--- src/rtl/vscale_htif_pcr_arb_pkg.sv ---
// Shared constants for the HTIF PCR arbiter: channel width, FSM encoding, watchdog default
// and the host-facing CSR addresses.
package vscale_htif_pcr_arb_pkg;

  localparam int unsigned HtifPcrWidth   = 64;
  localparam int unsigned HtifArbTimeout = 1024;

  localparam logic [11:0] HtifCsrTohost   = 12'h780;
  localparam logic [11:0] HtifCsrFromhost = 12'h781;

  typedef enum logic [1:0] {
    HtifArbIdle    = 2'd0,
    HtifArbIssue   = 2'd1,
    HtifArbWait    = 2'd2,
    HtifArbDeliver = 2'd3
  } htif_arb_state_e;

endpackage

--- src/rtl/vscale_rr_pick.sv ---
// Combinational round-robin picker: first valid requester after last_grant, wrapping.
module vscale_rr_pick #(
  parameter int unsigned NREQ = 2,
  parameter int unsigned IdxW = $clog2(NREQ)
) (
  input  logic [NREQ-1:0] valid_i,
  input  logic [IdxW-1:0] last_grant_i,
  output logic [NREQ-1:0] grant_oh_o,
  output logic [IdxW-1:0] grant_idx_o,
  output logic            any_o
);

  int unsigned idx;

  always_comb begin
    grant_oh_o  = '0;
    grant_idx_o = '0;
    any_o       = 1'b0;
    idx         = 0;
    for (int unsigned off = 1; off <= NREQ; off++) begin
      idx = (int'(last_grant_i) + off) % NREQ;
      if (!any_o && valid_i[idx]) begin
        any_o           = 1'b1;
        grant_oh_o[idx] = 1'b1;
        grant_idx_o     = IdxW'(idx);
      end
    end
  end

endmodule

--- src/rtl/vscale_htif_pcr_arb.sv ---
// Shares the core-side HTIF PCR channel between NREQ host requesters, one transaction at a
// time, with a watchdog that turns a silent core into an error response.
module vscale_htif_pcr_arb
  import vscale_htif_pcr_arb_pkg::*;
#(
  parameter int unsigned NREQ       = 2,
  parameter int unsigned DATA_WIDTH = HtifPcrWidth,
  parameter int unsigned ADDR_WIDTH = 12,
  parameter int unsigned TIMEOUT    = HtifArbTimeout
) (
  input  logic                       clk,
  input  logic                       reset,
  input  logic [NREQ-1:0]            req_valid,
  output logic [NREQ-1:0]            req_ready,
  input  logic [NREQ-1:0]            req_rw,
  input  logic [NREQ*ADDR_WIDTH-1:0] req_addr,
  input  logic [NREQ*DATA_WIDTH-1:0] req_data,
  output logic [NREQ-1:0]            resp_valid,
  input  logic [NREQ-1:0]            resp_ready,
  output logic [DATA_WIDTH-1:0]      resp_data,
  output logic                       resp_err,
  output logic                       pcr_req_valid,
  input  logic                       pcr_req_ready,
  output logic                       pcr_req_rw,
  output logic [ADDR_WIDTH-1:0]      pcr_req_addr,
  output logic [DATA_WIDTH-1:0]      pcr_req_data,
  input  logic                       pcr_resp_valid,
  output logic                       pcr_resp_ready,
  input  logic [DATA_WIDTH-1:0]      pcr_resp_data
);

  localparam int unsigned IdxW  = $clog2(NREQ);
  localparam int unsigned WdogW = $clog2(TIMEOUT);

  htif_arb_state_e       state_q, state_d;
  logic [IdxW-1:0]       last_grant_q, last_grant_d;
  logic [IdxW-1:0]       owner_q, owner_d;
  logic                  rw_q, rw_d;
  logic [ADDR_WIDTH-1:0] addr_q, addr_d;
  logic [DATA_WIDTH-1:0] wdata_q, wdata_d;
  logic [DATA_WIDTH-1:0] rdata_q, rdata_d;
  logic                  err_q, err_d;
  logic [WdogW-1:0]      wdog_q, wdog_d;

  logic [NREQ-1:0]       pick_oh;
  logic [IdxW-1:0]       pick_idx;
  logic                  pick_any;

  logic [ADDR_WIDTH-1:0] addr_arr [NREQ];
  logic [DATA_WIDTH-1:0] data_arr [NREQ];

  for (genvar i = 0; i < NREQ; i++) begin : g_unpack
    assign addr_arr[i] = req_addr[i*ADDR_WIDTH +: ADDR_WIDTH];
    assign data_arr[i] = req_data[i*DATA_WIDTH +: DATA_WIDTH];
  end

  vscale_rr_pick #(
    .NREQ (NREQ),
    .IdxW (IdxW)
  ) u_rr_pick (
    .valid_i      (req_valid),
    .last_grant_i (last_grant_q),
    .grant_oh_o   (pick_oh),
    .grant_idx_o  (pick_idx),
    .any_o        (pick_any)
  );

  // Captured request and response registers drive the data outputs directly so they hold
  // steady for as long as the corresponding valid is asserted.
  assign pcr_req_rw   = rw_q;
  assign pcr_req_addr = addr_q;
  assign pcr_req_data = wdata_q;
  assign resp_data    = rdata_q;
  assign resp_err     = err_q;

  always_comb begin
    state_d        = state_q;
    last_grant_d   = last_grant_q;
    owner_d        = owner_q;
    rw_d           = rw_q;
    addr_d         = addr_q;
    wdata_d        = wdata_q;
    rdata_d        = rdata_q;
    err_d          = err_q;
    wdog_d         = wdog_q;
    req_ready      = '0;
    resp_valid     = '0;
    pcr_req_valid  = 1'b0;
    pcr_resp_ready = 1'b0;

    unique case (state_q)
      HtifArbIdle: begin
        // No accept while reset is held, so a request is never half-taken across reset.
        if (pick_any && reset) begin
          req_ready    = pick_oh;
          rw_d         = req_rw[pick_idx];
          addr_d       = addr_arr[pick_idx];
          wdata_d      = data_arr[pick_idx];
          owner_d      = pick_idx;
          last_grant_d = pick_idx;
          state_d      = HtifArbIssue;
        end
      end
      HtifArbIssue: begin
        pcr_req_valid = 1'b1;
        if (pcr_req_ready) begin
          wdog_d  = '0;
          state_d = HtifArbWait;
        end
      end
      HtifArbWait: begin
        pcr_resp_ready = 1'b1;
        wdog_d         = wdog_q + 1'b1;
        // A response in the same cycle as the watchdog expiry takes priority.
        if (pcr_resp_valid) begin
          rdata_d = pcr_resp_data;
          err_d   = 1'b0;
          state_d = HtifArbDeliver;
        end else if (wdog_q == WdogW'(TIMEOUT - 1)) begin
          rdata_d = '0;
          err_d   = 1'b1;
          state_d = HtifArbDeliver;
        end
      end
      HtifArbDeliver: begin
        resp_valid = NREQ'(1) << owner_q;
        if (resp_ready[owner_q]) begin
          state_d = HtifArbIdle;
        end
      end
      default: state_d = HtifArbIdle;
    endcase
  end

  always_ff @(posedge clk) begin
    if (!reset) begin
      state_q      <= HtifArbIdle;
      last_grant_q <= IdxW'(NREQ - 1);
      owner_q      <= '0;
      rw_q         <= 1'b0;
      addr_q       <= '0;
      wdata_q      <= '0;
      rdata_q      <= '0;
      err_q        <= 1'b0;
      wdog_q       <= '0;
    end else begin
      state_q      <= state_d;
      last_grant_q <= last_grant_d;
      owner_q      <= owner_d;
      rw_q         <= rw_d;
      addr_q       <= addr_d;
      wdata_q      <= wdata_d;
      rdata_q      <= rdata_d;
      err_q        <= err_d;
      wdog_q       <= wdog_d;
    end
  end

endmodule
--- config.mk ---
export PLATFORM = sky130hd
export DESIGN_NAME = vscale_htif_pcr_arb
export DESIGN_NICKNAME = d
export VERILOG_FILES = /design/src/rtl/vscale_htif_pcr_arb_pkg.sv /design/src/rtl/vscale_rr_pick.sv /design/src/rtl/vscale_htif_pcr_arb.sv
export SDC_FILE = /design/constraint.sdc
export NUM_CORES = 1
export LEC_CHECK = 0
export ABC_AREA = 1
export ABC_CLOCK_PERIOD_IN_PS = 3500
export CORE_AREA = 2 2 145 147
export CTS_BUF_LIST = sky130_fd_sc_hd__clkbuf_4 sky130_fd_sc_hd__clkbuf_8
export CTS_CLUSTER_DIAMETER = 120
export DETAILED_ROUTE_END_ITERATION = 10
export DIE_AREA = 0 0 147 149
export PLACE_DENSITY_LB_ADDON = 0.12
export RECOVER_POWER = 50
export SETUP_SLACK_MARGIN = 0.05
export SLEW_MARGIN = 20
export SYNTH_ARGS = -nofsm -noshare
export SYNTH_HDL_FRONTEND = slang
export SYNTH_SLANG_ARGS = --single-unit
--- constraint.sdc ---
create_clock -name clk -period 3.5 [get_ports clk]
set_clock_uncertainty 0.1 [all_clocks]
set_input_delay 0.875 -clock clk [delete_from_list [all_inputs] [get_ports clk]]
set_output_delay 0.875 -clock clk [all_outputs]
set_load 0.01 [all_outputs]
==> run metrics <==
placed cell areas=between 10000 and 15000 sq um; CP startpoint kind=input pin; # DRC=0; Int Power=about 4.0 mW; Routed WL=23.5 mm; max-cap check violation count=1; synth warn=0; Yosys top cell by area=dfxtp_1; final setup violation count=0; vias per std cell=4.77; most frequent cells in the layout=clkdlybuf4s50_1 (297), dfxtp_1 (156), nand2_1 (155); Core Region=20600 sq um; n_diodes=0; Critical Path Sink Type=output port; starting density of the core=32.9%; Synth Register Bits=between 150 and 200; gr ovfl total=0; failing checks=max-capacitance violations, max-slew violations; Critical Path RT=approximately 2500 ps; Hold Crit Class=register to register; critical path class=input pin to output port; CTS tree=yes; NetSw=~2.0 mW; share of layout cells above drive strength 1=under 10%; All-Layer GR Usage=20.7%; clk slew on worst S/H paths=90 ps; Period minus WS final=~3300 ps; detailed-route wire length per cell=approximately 16 um; post-route cell area=~11000 sq um; Area contributors post-synth=dfxtp_1 (46%), a21oi_1 (11%), nand2_1 (8.7%), o31ai_2 (7.6%), nand3_1 (6.4%); Critical Path Fanout Max=4; r2r setup slk=a little under 600 ps; CTS root buffer=clkbuf_8; Power Density=~550 nW/um^2; WP data arrival=around 2400 ps; critical path endpoint=req_ready[1]; initial antenna violation count=1; final hold vios=0; largest net degree at the start of global routing=roughly 130; syn nets=1079; clk buf depth=2; worst slew pin tran=between 1500 and 2000 ps; first-pass GRT wire length=between 30 and 40 mm; area of the mapped netlist=approximately 6800 sq um; sw frac=roughly a third; Non-Filler Instances=1466; RSZ-0062 raised after global routing=false; Synth Instances=around 850; Antenna Nets Post-Route=0; status=finished, violations left; Final nets=1410; Worst R2R Start=state_q[0]$_SDFFE_PN0P_; commonest non-fill, non-tap cell in the layout=clkdlybuf4s50_1; synthesized area per cell=7.99 sq um; die area=between 20000 and 25000 sq um; port buffer count=373; Cell variety after synth=22; # IOs=around 370; chip height=~150 um; length in cells of the worst reg-to-reg path=7; share of the synthesized area in the top cell type=a little under half; crit path from=req_valid[0]; Initial DRC Count=~320; Die W=147 um; hold buffer count at cts=0; RR Endpoint=resp_data[0]$_SDFFE_PN0P_; Num CTS Buffers=17; sequential cell fraction of total power=39.1%; RePlAce Congestion=around 0.79; IR drop worst, VDD=about 0.24 mV; Inst Count DP=about 1400; max-slew violation count=82; hpwl dp=16.1 mm; # clock sinks=about 160; TritonRoute pass-1 iters=4; crit share post-route=between 90% and 100%; P_leak=4.21 nW; Max Fclk=around 300 MHz; worst-skew pair later-pin latency=between 400 and 500 ps; area grow syn2layout=61.5%; H-tree depth=4; Worst slew margin=-25.0%; vias in the first global route=around 6400; setup TNS=0 ps; clock share of power=24.3%; Combinational Power Share=36.6%; row count=53; number of setup buffers added after CTS=0; via count=roughly 7000; post-CTS sizing=0; Seq/Total Area, Yosys=between 40% and 50%
==> power groups by stage <==
stage | Clock, mW | Combinational (mW) | Sequential [mW]
after global routing | 1.58 | 2.39 | 2.40
final | 1.46 | 2.20 | 2.35
after detailed placement | 0 | 2.28 | 2.40
after floorplan | 0 | 0.922 | 2.56
after CTS | 1.50 | 2.29 | 2.36
after global placement | 0 | 2.29 | 2.39
==> cells in the mapped netlist, drive strengths merged <==
| library cell | n |
|---|---|
| nand3 | 87 |
| inv | 29 |
| clkbuf | 26 |
| ha | 6 |
| nand2 | 160 |
| buf | 46 |
| nor3 | 1 |
| o31ai | 77 |
| o21ai | 5 |
| a21oi | 153 |
| dfxtp | 156 |
| nor2 | 99 |
| a31oi | 1 |
| a211oi | 1 |
==> cells by family (layout without fill, tap and decap cells) <==
logic type,after synthesis,count (layout),share of synthesized area (%)
DFF,156,156,46.1
buffers and inverters,101,445,8.01
adders and majority gates,6,6,1.11
and+or+nand+nor,347,347,21.3
AOI/OAI and AO/OA,237,237,23.5
==> critical path, stage by stage <==
cell	delay (ps)
clkdlybuf4s50_1	530
nor2_2	70
nor2_4	140
nand2_8	80
nor2_2	110
clkdlybuf4s50_1	540
==> stage by stage <==
stage	hold slack, ps	utilization, %	power (mW)	worst slack (ps)
2_1_floorplan	356	-	3.48	805
3_3_place_gp	338	51.2	4.67	180
3_5_place_dp	340	51.2	4.68	173
4_1_cts	354	53.2	6.16	170
5_1_grt	374	53.2	6.38	97.8
6_report	352	53.2	6.01	177
==> routing by layer <==
metal / global-route usage [%] / wire length, um / share of wire [%]
met2: 34.8 / 11200 / 48
met4: 4.95 / 276 / 1.2
met1: 24.3 / 9760 / 42
met5: 0 / 13 / 0.055
met3: 9.45 / 2250 / 9.6
==> worst min-delay path by stage <==
stage                                     from                          to  slack (ps)  cells after the start
global placement         resp_err$_SDFFE_PN0P_       resp_err$_SDFFE_PN0P_         340                      2
detailed placement       resp_err$_SDFFE_PN0P_       resp_err$_SDFFE_PN0P_         340                      2
finish                   resp_err$_SDFFE_PN0P_       resp_err$_SDFFE_PN0P_         350                      2
CTS                      resp_err$_SDFFE_PN0P_       resp_err$_SDFFE_PN0P_         350                      2
floorplan               wdog_q[5]$_SDFFE_PN0P_      wdog_q[5]$_SDFFE_PN0P_         360                      1
global route        resp_data[35]$_SDFFE_PN0P_  resp_data[35]$_SDFFE_PN0P_         370                      2
==> area by class of cell <==
cell class | instances | area, sq um
Clock buffer | 20 | 256
Clock inverter | 12 | 163
Fill cell | 1975 | 9620
Inverter | 29 | 109
Multi-Input combinational cell | 590 | 3120
Sequential cell | 156 | 3120
Tap cell | 275 | 344
Timing Repair Buffer | 384 | 3820
==> registers in the layout, indices dropped and copies added (netlist names) <==
signal	flops
pcr_req_data	64
resp_data	64
pcr_req_addr	12
wdog_q	10
state_q	2
last_grant_q	1
owner_q	1
pcr_req_rw	1
resp_err	1
(Power assumes the default switching activity.)
